## src/rtl/id_issue_buffer.sv

```systemverilog
// Instruction issue buffer: DEPTH-entry fetch FIFO, head pre-decode, N-source operand forwarding,
// load-use stall and a registered valid/ready issue port. Define ID_ISSUE_PERF_CNT_EN for a stall counter.
module id_issue_buffer #(
  parameter int unsigned DEPTH   = 4,
  parameter int unsigned NUM_FWD = 3,
  parameter int unsigned DATA_W  = 32
) (
  input  logic                          clk,
  input  logic                          rst,
  input  logic                          in_valid,
  output logic                          in_ready,
  input  logic [31:0]                   in_pc,
  input  logic [31:0]                   in_inst,
  input  logic                          flush,
  output logic [4:0]                    rf_raddr1,
  output logic [4:0]                    rf_raddr2,
  input  logic [DATA_W-1:0]             rf_rdata1,
  input  logic [DATA_W-1:0]             rf_rdata2,
  input  logic [NUM_FWD-1:0]            fwd_we,
  input  logic [5*NUM_FWD-1:0]          fwd_waddr,
  input  logic [DATA_W*NUM_FWD-1:0]     fwd_wdata,
  input  logic                          ex_is_load,
  output logic                          out_valid,
  input  logic                          out_ready,
  output logic [31:0]                   out_pc,
  output logic [31:0]                   out_inst,
  output logic [DATA_W-1:0]             out_rs_data,
  output logic [DATA_W-1:0]             out_rt_data,
  output logic                          out_wreg,
  output logic [4:0]                    out_wd,
  output logic                          out_in_delayslot,
  output logic [$clog2(DEPTH+1)-1:0]    count
`ifdef ID_ISSUE_PERF_CNT_EN
  ,
  output logic [31:0]                   perf_stall_cnt
`endif
);

  localparam int unsigned PtrW = $clog2(DEPTH);
  localparam int unsigned CntW = $clog2(DEPTH + 1);

  logic [31:0]     r_fifo_pc   [DEPTH];
  logic [31:0]     r_fifo_inst [DEPTH];
  logic [PtrW-1:0] r_wptr, r_rptr;
  logic [CntW-1:0] r_count;

  logic              r_out_valid, r_out_wreg, r_out_ds, r_ds;
  logic [31:0]       r_out_pc, r_out_inst;
  logic [DATA_W-1:0] r_out_rs, r_out_rt;
  logic [4:0]        r_out_wd;

  logic [31:0]       w_inst;
  logic [5:0]        w_op, w_funct;
  logic [4:0]        w_rs, w_rt, w_rd, w_wd, w_fwd0_addr;
  logic              w_reads_rs, w_reads_rt, w_writer, w_branch;
  logic              w_head_valid, w_hazard, w_push, w_issue;
  logic [DATA_W-1:0] w_rs_data, w_rt_data;

  assign w_head_valid = (r_count != '0);
  assign in_ready     = (r_count < CntW'(DEPTH));
  assign w_push       = in_valid & in_ready & ~flush;

  assign w_inst  = r_fifo_inst[r_rptr];
  assign w_op    = w_inst[31:26];
  assign w_rs    = w_inst[25:21];
  assign w_rt    = w_inst[20:16];
  assign w_rd    = w_inst[15:11];
  assign w_funct = w_inst[5:0];

  assign rf_raddr1 = w_rs;
  assign rf_raddr2 = w_rt;

  always_comb begin
    w_reads_rs = 1'b1;
    w_reads_rt = 1'b0;
    w_writer   = 1'b0;
    w_wd       = 5'd0;
    w_branch   = 1'b0;
    case (w_op)
      6'h00: begin
        w_reads_rt = 1'b1;
        w_writer   = 1'b1;
        w_wd       = w_rd;
        case (w_funct)
          6'h00, 6'h02, 6'h03: w_reads_rs = 1'b0;
          6'h08: begin w_reads_rt = 1'b0; w_writer = 1'b0; w_branch = 1'b1; end
          6'h09: begin w_reads_rt = 1'b0; w_branch = 1'b1; end
          6'h0c, 6'h0d, 6'h0f: begin
            w_reads_rs = 1'b0; w_reads_rt = 1'b0; w_writer = 1'b0;
          end
          6'h10, 6'h12: begin w_reads_rs = 1'b0; w_reads_rt = 1'b0; end
          6'h11, 6'h13: begin w_reads_rt = 1'b0; w_writer = 1'b0; end
          6'h18, 6'h19, 6'h1a, 6'h1b: w_writer = 1'b0;
          default: ;
        endcase
      end
      6'h01: begin
        // REGIMM: BLTZ/BGEZ/BLTZAL/BGEZAL; the -AL forms link into $31
        if (w_rt == 5'h00 || w_rt == 5'h01 || w_rt == 5'h10 || w_rt == 5'h11) w_branch = 1'b1;
        if (w_rt == 5'h10 || w_rt == 5'h11) begin w_writer = 1'b1; w_wd = 5'd31; end
      end
      6'h02: begin w_reads_rs = 1'b0; w_branch = 1'b1; end
      6'h03: begin w_reads_rs = 1'b0; w_branch = 1'b1; w_writer = 1'b1; w_wd = 5'd31; end
      6'h04, 6'h05: begin w_reads_rt = 1'b1; w_branch = 1'b1; end
      6'h06, 6'h07: w_branch = 1'b1;
      6'h08, 6'h09, 6'h0a, 6'h0b, 6'h0c, 6'h0d, 6'h0e: begin w_writer = 1'b1; w_wd = w_rt; end
      6'h0f: begin w_reads_rs = 1'b0; w_writer = 1'b1; w_wd = w_rt; end
      6'h10: begin
        w_reads_rs = 1'b0;
        if (w_rs == 5'h00) begin w_writer = 1'b1; w_wd = w_rt; end
        if (w_rs == 5'h04) w_reads_rt = 1'b1;
      end
      6'h20, 6'h21, 6'h22, 6'h23, 6'h24, 6'h25, 6'h26: begin w_writer = 1'b1; w_wd = w_rt; end
      6'h28, 6'h29, 6'h2b: w_reads_rt = 1'b1;
      default: ;
    endcase
  end

  // Iterate from lowest priority upward so the lowest-index match overwrites last.
  always_comb begin
    w_rs_data = rf_rdata1;
    w_rt_data = rf_rdata2;
    for (int i = int'(NUM_FWD) - 1; i >= 0; i--) begin
      if (fwd_we[i] && fwd_waddr[5*i +: 5] == w_rs) w_rs_data = fwd_wdata[DATA_W*i +: DATA_W];
      if (fwd_we[i] && fwd_waddr[5*i +: 5] == w_rt) w_rt_data = fwd_wdata[DATA_W*i +: DATA_W];
    end
    if (w_rs == 5'd0) w_rs_data = '0;
    if (w_rt == 5'd0) w_rt_data = '0;
  end

  assign w_fwd0_addr = fwd_waddr[4:0];
  assign w_hazard = ex_is_load & fwd_we[0] & (w_fwd0_addr != 5'd0) &
                    ((w_reads_rs & (w_rs == w_fwd0_addr)) | (w_reads_rt & (w_rt == w_fwd0_addr)));
  assign w_issue  = w_head_valid & ~w_hazard & (~r_out_valid | out_ready);

  always_ff @(posedge clk) begin
    if (w_push) begin
      r_fifo_pc[r_wptr]   <= in_pc;
      r_fifo_inst[r_wptr] <= in_inst;
    end
  end

  always_ff @(posedge clk or negedge rst) begin
    if (!rst) begin
      r_wptr      <= '0;
      r_rptr      <= '0;
      r_count     <= '0;
      r_out_valid <= 1'b0;
      r_out_pc    <= '0;
      r_out_inst  <= '0;
      r_out_rs    <= '0;
      r_out_rt    <= '0;
      r_out_wreg  <= 1'b0;
      r_out_wd    <= '0;
      r_out_ds    <= 1'b0;
      r_ds        <= 1'b0;
    end else if (flush) begin
      r_wptr      <= '0;
      r_rptr      <= '0;
      r_count     <= '0;
      r_out_valid <= 1'b0;
      r_ds        <= 1'b0;
    end else begin
      if (w_push) r_wptr <= r_wptr + 1'b1;
      if (w_issue) r_rptr <= r_rptr + 1'b1;
      case ({w_push, w_issue})
        2'b10:   r_count <= r_count + 1'b1;
        2'b01:   r_count <= r_count - 1'b1;
        default: ;
      endcase
      if (w_issue) begin
        r_out_valid <= 1'b1;
        r_out_pc    <= r_fifo_pc[r_rptr];
        r_out_inst  <= w_inst;
        r_out_rs    <= w_rs_data;
        r_out_rt    <= w_rt_data;
        r_out_wreg  <= w_writer & (w_wd != 5'd0);
        r_out_wd    <= w_writer ? w_wd : 5'd0;
        r_out_ds    <= r_ds;
        r_ds        <= w_branch;
      end else if (out_ready) begin
        r_out_valid <= 1'b0;
      end
    end
  end

`ifdef ID_ISSUE_PERF_CNT_EN
  logic [31:0] r_perf;
  always_ff @(posedge clk or negedge rst) begin
    if (!rst) begin
      r_perf <= '0;
    end else if (w_head_valid && w_hazard && r_perf != 32'hFFFF_FFFF) begin
      r_perf <= r_perf + 32'd1;
    end
  end
  assign perf_stall_cnt = r_perf;
`endif

  assign out_valid        = r_out_valid;
  assign out_pc           = r_out_pc;
  assign out_inst         = r_out_inst;
  assign out_rs_data      = r_out_rs;
  assign out_rt_data      = r_out_rt;
  assign out_wreg         = r_out_wreg;
  assign out_wd           = r_out_wd;
  assign out_in_delayslot = r_out_ds;
  assign count            = r_count;

endmodule

```

## config.mk

```make
export PLATFORM = sky130hd
export DESIGN_NAME = id_issue_buffer
export DESIGN_NICKNAME = d
export VERILOG_FILES = /design/src/rtl/id_issue_buffer.sv
export SDC_FILE = /design/constraint.sdc
export NUM_CORES = 1
export LEC_CHECK = 0
export BUFFER_PORTS_ARGS = -buffer_cell sky130_fd_sc_hd__buf_2
export CAP_MARGIN = 10
export CORE_MARGIN = 5
export CORE_UTILIZATION = 46
export DETAILED_ROUTE_END_ITERATION = 10
export PLACE_DENSITY = 0.67
export SLEW_MARGIN = 30
export SYNTH_ARGS = -nofsm -noshare
export SYNTH_HDL_FRONTEND = slang
export SYNTH_SLANG_ARGS = --single-unit
```

## constraint.sdc

```tcl
create_clock -name clk -period 7.56 [get_ports clk]
set_clock_uncertainty 0.15 [all_clocks]
set_input_delay 1.134 -clock clk [delete_from_list [all_inputs] [get_ports clk]]
set_output_delay 1.134 -clock clk [all_outputs]
set_load 0.02 [all_outputs]
```

==> reports/metrics.sh, run 1 <==
OUTCOME='completed'
YS.WARNINGS.COUNT=0
CRITPATHBUFINV=2
CTS-ROOT-TO-SINK-BUFFERS=3
DRIVE_GT1_SHARE_PCT=41.1
POWER_DENSITY_mW_PER_MM2=354
NETSWITCHINGFRACTION_PCT=34.5
FINAL_HOLD_VIOL_COUNT=0
FINISH.UTILIZATION_PCT=56.4
TOTAL_INSTANCE_COUNT_AFTER_DETAILED_PLACEMENT=1976
SYNTH_EDF_COUNT=256
GRT_SETUP_UNREPAIRED='no'
CRIT_CHAIN='buf_4 -> mux4_2 -> or4b_2 -> a31oi_1 -> a31oi_1 -> a211oi_2 -> or3_4 -> buf_4 -> mux2_2'
FINALNETCOUNT=1756
SETUP_TOTAL_NEGATIVE_SLACK_NS=0
YOSYSUNIQUECELLTYPES=52
DETAIL-ROUTE-ANTENNA-NETS=0
DIE_WIDTH_MICRONS=207
INITIAL_UTILIZATION_PCT=46.4
CTS_NUM_SINKS=400
PEAK_CLOCK_FREQUENCY_SUPPORTED_BY_TIMING_MHz=187
TIMING.FINAL.CRIT_PERIOD_NS=5.34
CRITPATHTOPFAMILY='simple AND/OR/NAND/NOR gates'
SYNTH_TOP_AREA_SHARE_PCT=42.9
SYNTH.YOSYS.SEQ_AREA_SHARE_PCT=63.0
FLOP_PWR_SHARE_PCT=40.4
MAPPEDNETLISTAREA_SQ_MM=0.0179
PORTBUFFERS=397
GRT_START_MAX_NET_PINS=100
DRT_ITER0_DRC=893
POST_SYNTH_MAIN_AREA_CONTRIBUTORS='edfxtp_1 (43%), dfrtp_1 (20%), mux4_2 (8.0%), mux2i_1 (5.4%), mux2_2 (4.3%)'
POST_CTS_HOLD_BUFFER_COUNT=0
GRT_PASS1_VIAS=11949
START_KIND='register'
COMB_PWR_SHARE_PCT=33.2
SLEW_VIOL_FINAL=0
P_INT_W=0.00504
ROWS=72
CRITPATHMAXSTAGEDELAY_NS=0.95
TRITONCTS='yes'
LAYOUT-AREA-OVERHEAD-VS-SYNTH_PCT=21.4
GLOBAL_ROUTE_WIRE_LENGTH_BEFORE_REPAIR_MM=77.4
DR_TOTAL_VIAS=11766
FIN_CELLS=2064
IOPINCOUNT=398
PLACE_HPWL_MM=34.8
CTS_MADE_BUFFERS=43
DRT_PRE_ANTENNA_ITERS=5
NUMBER_OF_ANTENNA_VIOLATIONS_AT_THE_FIRST_CHECK_IN_GLOBAL_ROUTING=18
POWER_FRAC_CLOCK_PCT=26.5
CLKLATENCYLATEPIN_NS=0.56
POWER_LEAKAGE_nW=8.47
AVERAGE_CELL_AREA_AFTER_SYNTHESIS_SQ_UM=15.9
PATH_MAX_FANOUT=40
CRIT_TYPE='reg -> reg'
FRACTION_OF_THE_CYCLE_THE_FINAL_WORST_PATH_NEEDS_PCT=70.6
FINALPOWER_W=0.00770
SWITCHINGPOWER_W=0.00265
NETLIST_TOP_CELLS_COUNT='edfxtp_1 (256), dfrtp_1 (144), mux2i_1 (97)'
CLOCKROOTBUFFER='clkbuf_16'
PATH_CLK_SLEW_NS=0.06
FINAL_CELL_AREA_SQ_MM=0.0217
MOST_FREQUENTLY_USED_CELL_TYPE_IN_THE_POST_SYNTHESIS_NETLIST='edfxtp_1'
CTS-RESIZED-GATES=0
ASYNC_FLOP_SHARE_PCT=36.0
PLACED_AREA_SQ_MM=0.0204
VIAS_PER_CELL=5.70
GLOBALROUTEOVERFLOWTOTAL=0
YOSYS_REGISTER_BITS=400
WORST_SLEW_MARGIN_REL_PCT=39.7
CRITICAL_PATH_ARRIVAL_NS=5.62
FLOORPLAN.DIE_AREA_SQ_MM=0.0430
TIMING.FINAL.SETUP_VIOLATIONS=0
GPL.FINAL_WEIGHTED_CONGESTION=0.903
GLOBAL_ROUTE.USAGE.TOTAL_PCT=23.2
CAP_VIOLATIONS=0
SYNTH_FP_NETS=1381
SYNTHCELLS=1128
IR_DROP_V=0.000246
WL_PER_CELL_MICRONS=24.9
SYNTH_TOP_CELL_BY_AREA='edfxtp_1'
TIMING.CRITICAL_PATH.TO_TYPE='register'
DETAIL_ROUTE.WIRELENGTH_MM=51.4
HTREEDEPTH=2
CRIT_SLOWEST_CELL='dfrtp_4'
SYNTH_TOP_FLOP_CELL='edfxtp_1'
MIN_PATH_TYPE='reg -> reg'
POST-ROUTE-DRC-COUNT=0
CHIPHEIGHT_MICRONS=207
WORST_SLEW_PIN_SLEW_NS=0.902
FP.COREAREA_SQ_MM=0.0386
CTS.REPAIR_TIMING.SETUP_BUFFER_COUNT=0
CP.REQUIRED_NS=7.84
-- registers in the layout, summed over array words and instances (netlist names) --
signal and flops:
r_ds 1, r_wptr 2, r_fifo_inst 128, count 3
r_rptr 2, out_valid 1, out_rs_data 32, out_wreg 1
out_inst 32, out_in_delayslot 1, out_rt_data 32, r_fifo_pc 128
out_pc 32, out_wd 5
-- power groups by stage --
stage	Sequential, W	Clock (W)	Combinational, W
after global placement	0.00316	0	0.00251
final	0.00311	0.00204	0.00255
after floorplan	0.00350	0	0.00131
after global routing	0.00316	0.00219	0.00274
after detailed placement	0.00315	0	0.00258
after CTS	0.00311	0.00209	0.00259
-- cell type report --
type                    count  area [sq um]
diodes                     10          25.0
repair buffers            419          2240
inverters                   6          22.5
well taps                 518           648
clock inverters            24           203
multi-input cells         633          6140
clock buffers              54          1160
fillers                  3176         16800
flip-flops and latches    400         11300
-- cells in the final DEF (no fill, tap or decap), types with 7 or more instances in the layout --
cell / count
buf_2: 396
edfxtp_1: 256
dfrtp_1: 142
mux2i_1: 97
mux2_2: 69
mux2_1: 67
mux4_2: 64
nor2_1: 50
clkbuf_16: 43
nor3_1: 38
or3_1: 37
a2111oi_0: 32
a211oi_1: 32
xor2_1: 22
buf_4: 16
diode_2: 10
nand2_1: 10
a21oi_1: 10
clkinv_2: 10
nand3_1: 9
xnor2_1: 9
o21ai_0: 9
nand2b_1: 8
clkbuf_1: 7
-- logic make-up after synthesis --
group                      Yosys count  synth area share [%]
adders and majority gates            5                 0.391
muxes                              297                  22.0
buffers and inverters               95                  2.84
xor gates and xnor gates            31                  1.52
and+or+nand+nor                    193                  5.68
DFF                                400                  63.0
AOI/OAI and AO/OA                  107                  4.51
-- path summary, 6_finish.rpt --
kind                            startpoint          to  slack (ns)  cells past startpoint
worst max-delay path             r_rptr[0]   out_wd[1]        2.22                      9
worst min-delay path            out_pc[31]  out_pc[31]        0.33                      1
worst max register to register   r_rptr[0]   out_wd[1]        2.22                      9
worst min register to register  out_pc[31]  out_pc[31]        0.33                      1
max in group asynchronous              rst   r_rptr[0]        5.50                      2
min in group asynchronous              rst  out_pc[22]        0.49                      1
-- layer usage --
metal	GRT usage [%]	part of all wire, %	routed length, microns
met5	0	0.24	122
met4	5.72	2.4	1230
met3	7.50	8.8	4530
met2	38.2	48	24900
met1	30.3	40	20600
-- worst reg2reg max path, stage by stage, from the launching register on --
cell and delay [ns]:
dfrtp_4 0.95, buf_4 0.47, mux4_2 0.66, or4b_2 0.66
a31oi_1 0.19, a31oi_1 0.10, a211oi_2 0.56, or3_4 0.44
buf_4 0.57, mux2_2 0.44
-- per-stage QoR --
step	setup slack [ns]	hold slack, ns
2_1_floorplan	3.68	0.301
3_3_place_gp	2.25	0.320
3_5_place_dp	2.17	0.325
4_1_cts	2.13	0.338
5_1_grt	1.79	0.353
6_report	2.22	0.334
(Power assumes the default switching activity.)
==> inputs of run 2 (changes only) <==
--- a/config.mk
+++ b/config.mk
@@ -5,12 +5,13 @@
 export SDC_FILE = /design/constraint.sdc
 export NUM_CORES = 1
 export LEC_CHECK = 0
+export ABC_AREA = 1
 export BUFFER_PORTS_ARGS = -buffer_cell sky130_fd_sc_hd__buf_2
 export CAP_MARGIN = 10
 export CORE_MARGIN = 5
 export CORE_UTILIZATION = 46
 export DETAILED_ROUTE_END_ITERATION = 10
-export PLACE_DENSITY = 0.67
+export PLACE_DENSITY = 0.7
 export SLEW_MARGIN = 30
 export SYNTH_ARGS = -nofsm -noshare
 export SYNTH_HDL_FRONTEND = slang
==> constraint.sdc (replaced) <==
create_clock -name clk -period 4.5 [get_ports clk]
set_clock_uncertainty 0.15 [all_clocks]
set_input_delay 0.675 -clock clk [delete_from_list [all_inputs] [get_ports clk]]
set_output_delay 0.675 -clock clk [all_outputs]
set_load 0.02 [all_outputs]
==> run 2 against run 1 <==
Compared with the run above:
- register-to-register slack got worse by 1.7 ns
- synthesized cell count increased by 67%
- wire length increased by 13%
- combinational power increased by 120%
- critical path type unchanged
- highest routed layer unchanged
==> reports/metrics.sh, run 2 <==
CTS-RESIZED-GATES=0
TRITONCTS='yes'
SETUP_TOTAL_NEGATIVE_SLACK_NS=0
TIMING.CRITICAL_PATH.TO_TYPE='register'
PORTBUFFERS=397
WORST_SLEW_PIN_SLEW_NS=0.887
PEAK_CLOCK_FREQUENCY_SUPPORTED_BY_TIMING_MHz=255
SYNTH.YOSYS.SEQ_AREA_SHARE_PCT=61.8
YS.WARNINGS.COUNT=0
FIN_CELLS=2807
ASYNC_FLOP_SHARE_PCT=36.0
DETAIL-ROUTE-ANTENNA-NETS=0
HTREEDEPTH=2
LAYOUT-AREA-OVERHEAD-VS-SYNTH_PCT=20.5
GPL.FINAL_WEIGHTED_CONGESTION=0.991
SYNTH_TOP_AREA_SHARE_PCT=42.1
YOSYSUNIQUECELLTYPES=42
FRACTION_OF_THE_CYCLE_THE_FINAL_WORST_PATH_NEEDS_PCT=87.3
SYNTH_TOP_CELL_BY_AREA='edfxtp_1'
WL_PER_CELL_MICRONS=20.7
DRT_PRE_ANTENNA_ITERS=6
CRITICAL_PATH_ARRIVAL_NS=4.19
FINAL_HOLD_VIOL_COUNT=0
MOSTFREQUENTLAYOUTCELL='nand2_1'
FINALNETCOUNT=2490
POST_SYNTH_MAIN_AREA_CONTRIBUTORS='edfxtp_1 (42%), dfrtp_1 (20%), nand2_1 (11%), o21ai_0 (5.2%), nand3_1 (2.6%)'
POWER_DENSITY_mW_PER_MM2=636
TIMING.FINAL.CRIT_PERIOD_NS=3.93
GRT_SETUP_UNREPAIRED='no'
DR_TOTAL_VIAS=15544
LAYOUT.CELLS.MOST_COMMON_LIST='nand2_1 (511), buf_2 (396), edfxtp_1 (256), o21ai_0 (191), dfrtp_1 (142)'
DRT_ITER0_DRC=1608
SYNTH_TOP_FLOP_CELL='edfxtp_1'
POWER_LEAKAGE_nW=9.84
CLKLATENCYLATEPIN_NS=0.55
DRIVE_GT1_SHARE_PCT=23.3
MIN_PATH_TYPE='in -> async'
REG.LARGEST.LIST='r_fifo_inst: 128 flops, r_fifo_pc: 128 flops'
MAPPEDNETLISTAREA_SQ_MM=0.0183
SYNTH_FP_NETS=2132
AVERAGE_CELL_AREA_AFTER_SYNTHESIS_SQ_UM=9.72
CRIT_TYPE='reg -> reg'
WORST_SLEW_MARGIN_REL_PCT=40.9
VIAS_PER_CELL=5.54
TIMING.FINAL.SETUP_VIOLATIONS=0
IOPINCOUNT=398
GRT_PASS1_VIAS=15238
SYNTH_EDF_COUNT=256
POST-ROUTE-DRC-COUNT=0
NETLIST_TOP_CELLS_COUNT='nand2_1 (512), edfxtp_1 (256), o21ai_0 (191)'
TIMING.RR.END='out_rt_data[10]'
FLOORPLAN.DIE_AREA_SQ_MM=0.0438
GLOBALROUTEOVERFLOWTOTAL=0
NUMBER_OF_ANTENNA_VIOLATIONS_AT_THE_FIRST_CHECK_IN_GLOBAL_ROUTING=22
PLACE_HPWL_MM=39.9
REG2REG_SLACK_NS=0.57
INITIAL_UTILIZATION_PCT=46.2
CHIPHEIGHT_MICRONS=209
GLOBAL_ROUTE_WIRE_LENGTH_BEFORE_REPAIR_MM=88.3
GLOBAL_ROUTE.USAGE.TOTAL_PCT=25.5
TOTAL_INSTANCE_COUNT_AFTER_DETAILED_PLACEMENT=2718
CP.REQUIRED_NS=4.76
GRT_START_MAX_NET_PINS=94
FP.COREAREA_SQ_MM=0.0395
START_KIND='register'
CLOCKROOTBUFFER='clkbuf_16'
ROWS=73
PATH_CLK_SLEW_NS=0.06
DIE_WIDTH_MICRONS=209
CTS-ROOT-TO-SINK-BUFFERS=3
PATH_MAX_FANOUT=83
CTS.REPAIR_TIMING.SETUP_BUFFER_COUNT=0
YOSYS_REGISTER_BITS=400
WORST_R2R_PATH_DEPTH=11
POST_CTS_HOLD_BUFFER_COUNT=0
MOST_FREQUENTLY_USED_CELL_TYPE_IN_THE_POST_SYNTHESIS_NETLIST='nand2_1'
R2R_PATH_START='r_rptr[0]'
CTS_MADE_BUFFERS=42
IR_DROP_V=0.000386
CAP_VIOLATIONS=0
OUTCOME='completed'
FINISH.UTILIZATION_PCT=55.6
SLEW_VIOL_FINAL=0
SYNTHCELLS=1879
CTS_NUM_SINKS=400
DETAIL_ROUTE.WIRELENGTH_MM=58.1
==> run 2: cell count changes after synthesis, sizes merged, moves of 44 or more <==
cell,before,now
nor2,51,119
mux4,64,0
o21ai,10,281
nand2,10,520
o22ai,1,45
mux2,136,0
nand3,10,97
inv,6,131
mux2i,97,3
o211ai,3,59
==> run 2: report_power, final <==
group	total, W	internal, W	switching [W]
clock	0.00329	0.00191	0.00139
sequential	0.00512	0.00467	0.000449
combinational	0.00559	0.00170	0.00389
==> run 2: cell families after synthesis <==
logic type | after synthesis | synth area share [%]
DFF | 400 | 61.8
AOI/OAI and AO/OA | 445 | 14.0
buffers and inverters | 254 | 6.25
and+or+nand+nor | 759 | 16.8
xor gates and xnor gates | 13 | 0.623
muxes | 3 | 0.164
adders and majority gates | 5 | 0.384
==> run 2: final cells by class <==
type                       instances  area (sq um)
antenna                           13          32.5
sequential                       400         11300
tap                              525           657
clock inverter                    13           100
clock buffer                      63          1200
multi-input combinational       1225          5890
fill                            3404         17500
timing repair buffer             436          2340
inverter                         132           497
==> run 2: metrics by stage <==
step	hold WS [ns]	instance area, sq um	power [W]	setup WS (ns)
floorplan	0.229	18300	0.00887	0.0892
global placement	0.310	20700	0.0106	0.768
detailed placement	0.310	20700	0.0108	0.672
CTS	0.0415	22000	0.0141	0.632
global route	0.0837	22000	0.0148	0.280
finish	0.0314	22000	0.0140	0.571
==> run 2: layer usage <==
| layer | share of wire, % | global-route usage (%) | vias to the layer above |
|---|---|---|---|
| li1 | - | - | 7156 |
| met1 | 39 | 32.6 | 7462 |
| met2 | 47 | 41.5 | 743 |
| met3 | 8.5 | 5.68 | 167 |
| met4 | 5.0 | 12.2 | 16 |
| met5 | 0.16 | 0 | - |
==> run 2: how the worst max path moves through the flow <==
| stage | start | to |
|---|---|---|
| 2_1_floorplan | flush | r_fifo_inst[0][0] |
| 3_3_place_gp | r_rptr[1] | out_pc[5] |
| 3_5_place_dp | r_rptr[0] | out_pc[1] |
| 4_1_cts | r_rptr[0] | out_pc[12] |
| 5_1_grt | r_rptr[0] | out_pc[5] |
| 6_report | r_rptr[0] | out_rt_data[10] |
==> run 2: critical path, cell delays in order, from the launching register on <==
cell	delay, ns
dfrtp_4	0.41
buf_4	0.69
nand2_1	0.13
nand3_1	0.15
nand2_2	0.19
xor2_1	0.19
nor3_1	0.33
o2111ai_4	0.46
o21ai_0	0.66
o21ai_0	0.15
o21bai_1	0.16
o21ai_1	0.07
==> inputs of run 3 (changes only) <==
--- a/config.mk
+++ b/config.mk
@@ -7,11 +7,10 @@
 export LEC_CHECK = 0
 export ABC_AREA = 1
 export BUFFER_PORTS_ARGS = -buffer_cell sky130_fd_sc_hd__buf_2
-export CAP_MARGIN = 10
 export CORE_MARGIN = 5
 export CORE_UTILIZATION = 46
 export DETAILED_ROUTE_END_ITERATION = 10
-export PLACE_DENSITY = 0.7
+export PLACE_DENSITY = 0.67
 export SLEW_MARGIN = 30
 export SYNTH_ARGS = -nofsm -noshare
 export SYNTH_HDL_FRONTEND = slang
==> constraint.sdc (replaced) <==
create_clock -name clk -period 3.8 [get_ports clk]
set_clock_uncertainty 0.15 [all_clocks]
set_input_delay 0.57 -clock clk [delete_from_list [all_inputs] [get_ports clk]]
set_output_delay 0.57 -clock clk [all_outputs]
set_load 0.02 [all_outputs]
==> run 3 against run 2 <==
Compared with the run above:
- first-iteration DRC count down 22%
- clock power is 22% higher
- worst hold slack better by 0.041 ns
- largest power group unchanged
==> reports/metrics.sh, run 3 (synthesis gave the netlist of run 2 again) <==
OUTCOME='completed'
VIAS_PER_CELL=5.39
CLOCKROOTBUFFER='clkbuf_16'
CTS-RESIZED-GATES=0
CTS_NUM_SINKS=400
CTS-ROOT-TO-SINK-BUFFERS=3
INITIAL_UTILIZATION_PCT=46.2
PORTBUFFERS=397
START_KIND='register'
FRACTION_OF_THE_CYCLE_THE_FINAL_WORST_PATH_NEEDS_PCT=93.8
IOPINCOUNT=398
FLOORPLAN.DIE_AREA_SQ_MM=0.0438
NUMBER_OF_ANTENNA_VIOLATIONS_AT_THE_FIRST_CHECK_IN_GLOBAL_ROUTING=22
WORST_SLEW_MARGIN_REL_PCT=32.9
GLOBAL_ROUTE.USAGE.TOTAL_PCT=25.1
FINAL_HOLD_VIOL_COUNT=0
DRT_ITER0_DRC=1258
LAYOUT.CELLS.MOST_COMMON_LIST='nand2_1 (511), buf_2 (396), edfxtp_1 (256), o21ai_0 (191), dfrtp_1 (142)'
DIE_WIDTH_MICRONS=209
HTREEDEPTH=2
DETAIL-ROUTE-ANTENNA-NETS=0
FINALNETCOUNT=2491
FP.COREAREA_SQ_MM=0.0395
CLKLATENCYLATEPIN_NS=0.56
POWER_DENSITY_mW_PER_MM2=755
CP.REQUIRED_NS=4.08
DPL_WORST_SLACK_NS=0.318
REG.LARGEST.LIST='r_fifo_inst: 128 flops, r_fifo_pc: 128 flops'
DRT_PRE_ANTENNA_ITERS=6
PLACED_AREA_SQ_MM=0.0207
TIMING.FINAL.WS_SETUP_NS=0.235
CTS_MADE_BUFFERS=43
GRT_SETUP_UNREPAIRED='no'
WORST_SLEW_PIN_SLEW_NS=1.00
DRIVE_GT1_SHARE_PCT=23.2
GLOBAL_ROUTE_WIRE_LENGTH_BEFORE_REPAIR_MM=86.3
DR_TOTAL_VIAS=15151
MOSTFREQUENTLAYOUTCELL='nand2_1'
TIMING.FINAL.SETUP_VIOLATIONS=0
FINAL_CELL_AREA_SQ_MM=0.0221
CHIPHEIGHT_MICRONS=209
POST-ROUTE-DRC-COUNT=0
CTS.REPAIR_TIMING.SETUP_BUFFER_COUNT=0
NFILLCELLS=3491
PATH_MAX_FANOUT=26
TIMING.CRITICAL_PATH.TO_TYPE='register'
WL_PER_CELL_MICRONS=20.2
TIMING.FINAL.CRIT_PERIOD_NS=3.56
CRITICAL_PATH_ARRIVAL_NS=3.84
LAYOUT-AREA-OVERHEAD-VS-SYNTH_PCT=21.2
PLACE_HPWL_MM=39.3
GRT_START_MAX_NET_PINS=96
MIN_PATH_TYPE='in -> reg'
FINALPOWER_W=0.0167
GPL.FINAL_WEIGHTED_CONGESTION=0.996
POWER_LEAKAGE_nW=9.87
GRT_PASS1_VIAS=14902
IR_DROP_V=0.000370
TRITONCTS='yes'
ROWS=73
DETAIL_ROUTE.WIRELENGTH_MM=56.9
CAP_VIOLATIONS=0
PATH_CLK_SLEW_NS=0.06
SLEW_VIOL_FINAL=0
PEAK_CLOCK_FREQUENCY_SUPPORTED_BY_TIMING_MHz=281
CRIT_TYPE='reg -> reg'
GLOBALROUTEOVERFLOWTOTAL=0
run 3: cell count changes in the layout (fill, tap and decap cells not counted), sizes merged:
cell         before  now
buf             436  435
clkinv           10   15
dlygate4sd3       0    1
clkbuf           63   60
bufinv            1    2
run 3: metal layers:
metal	part of all wire (%)	vias up	wire length (microns)	GRT usage [%]
met1	40	7207	22600	32.6
met4	4.4	20	2510	9.95
met3	8.2	141	4680	6.05
li1	-	7162	-	-
met2	47	621	27000	40.9
met5	0.20	-	111	0
run 3: path summary, 6_finish.rpt:
| check | slack (ns) | from | to | cells after the start |
|---|---|---|---|---|
| max | 0.24 | r_rptr[0] | out_rs_data[26] | 14 |
| min | 0.07 | in_inst[2] | r_fifo_inst[0][2] | 1 |
| max reg2reg | 0.24 | r_rptr[0] | out_rs_data[26] | 14 |
| min reg2reg | 0.32 | out_pc[8] | out_pc[8] | 2 |
| max in group asynchronous | 2.16 | rst | out_pc[15] | 3 |
| min in group asynchronous | 0.41 | rst | out_inst[5] | 2 |
run 3: final cells by class:
class,instances,area [sq um],share of cell area (%)
multi-input combinational,1225,5890,26.6
timing repair buffer,436,2410,10.9
clock inverter,19,169,0.763
sequential,400,11300,51.0
clock buffer,60,1180,5.34
antenna,13,32.5,0.147
tap,525,657,2.97
inverter,132,497,2.24
run 3: repair_timing:
action / in CTS / in global routing
hold buffers: 1 / 0
endpoints found under the hold margin: 58 / 0
setup endpoints to repair: 0 / 0
run 3: power by group:
group / leakage (nW) / switching (W) / internal (W) / total [W]
sequential: 4.11 / 0.000506 / 0.00552 / 0.00603
clock: 0.657 / 0.00170 / 0.00232 / 0.00403
combinational: 5.10 / 0.00459 / 0.00206 / 0.00665
total: 9.87 / 0.00680 / 0.00991 / 0.0167
run 3: worst max-delay path, cell delays in order, from the launching register on:
cell	delay (ns)
dfrtp_4	0.48
clkinv_2	0.07
buf_4	0.29
nand2_1	0.09
nand3_1	0.08
nand2_1	0.23
xnor2_1	0.23
a211oi_1	0.07
nand3_1	0.11
clkinv_1	0.77
buf_4	0.49
nand2_1	0.07
nand3_1	0.07
o211ai_1	0.10
o21ai_1	0.09
run 3: stage by stage:
step	cells	TNS [ns]	hold slack, ns	util [%]
2_1_floorplan	1879	-129.48	0.124	-
3_3_place_gp	2717	0	0.309	52.4
3_5_place_dp	2717	0	0.310	52.4
4_1_cts	2797	0	0.0396	55.9
5_1_grt	2804	0	0.0507	55.9
6_report	2810	0	0.0726	56.0
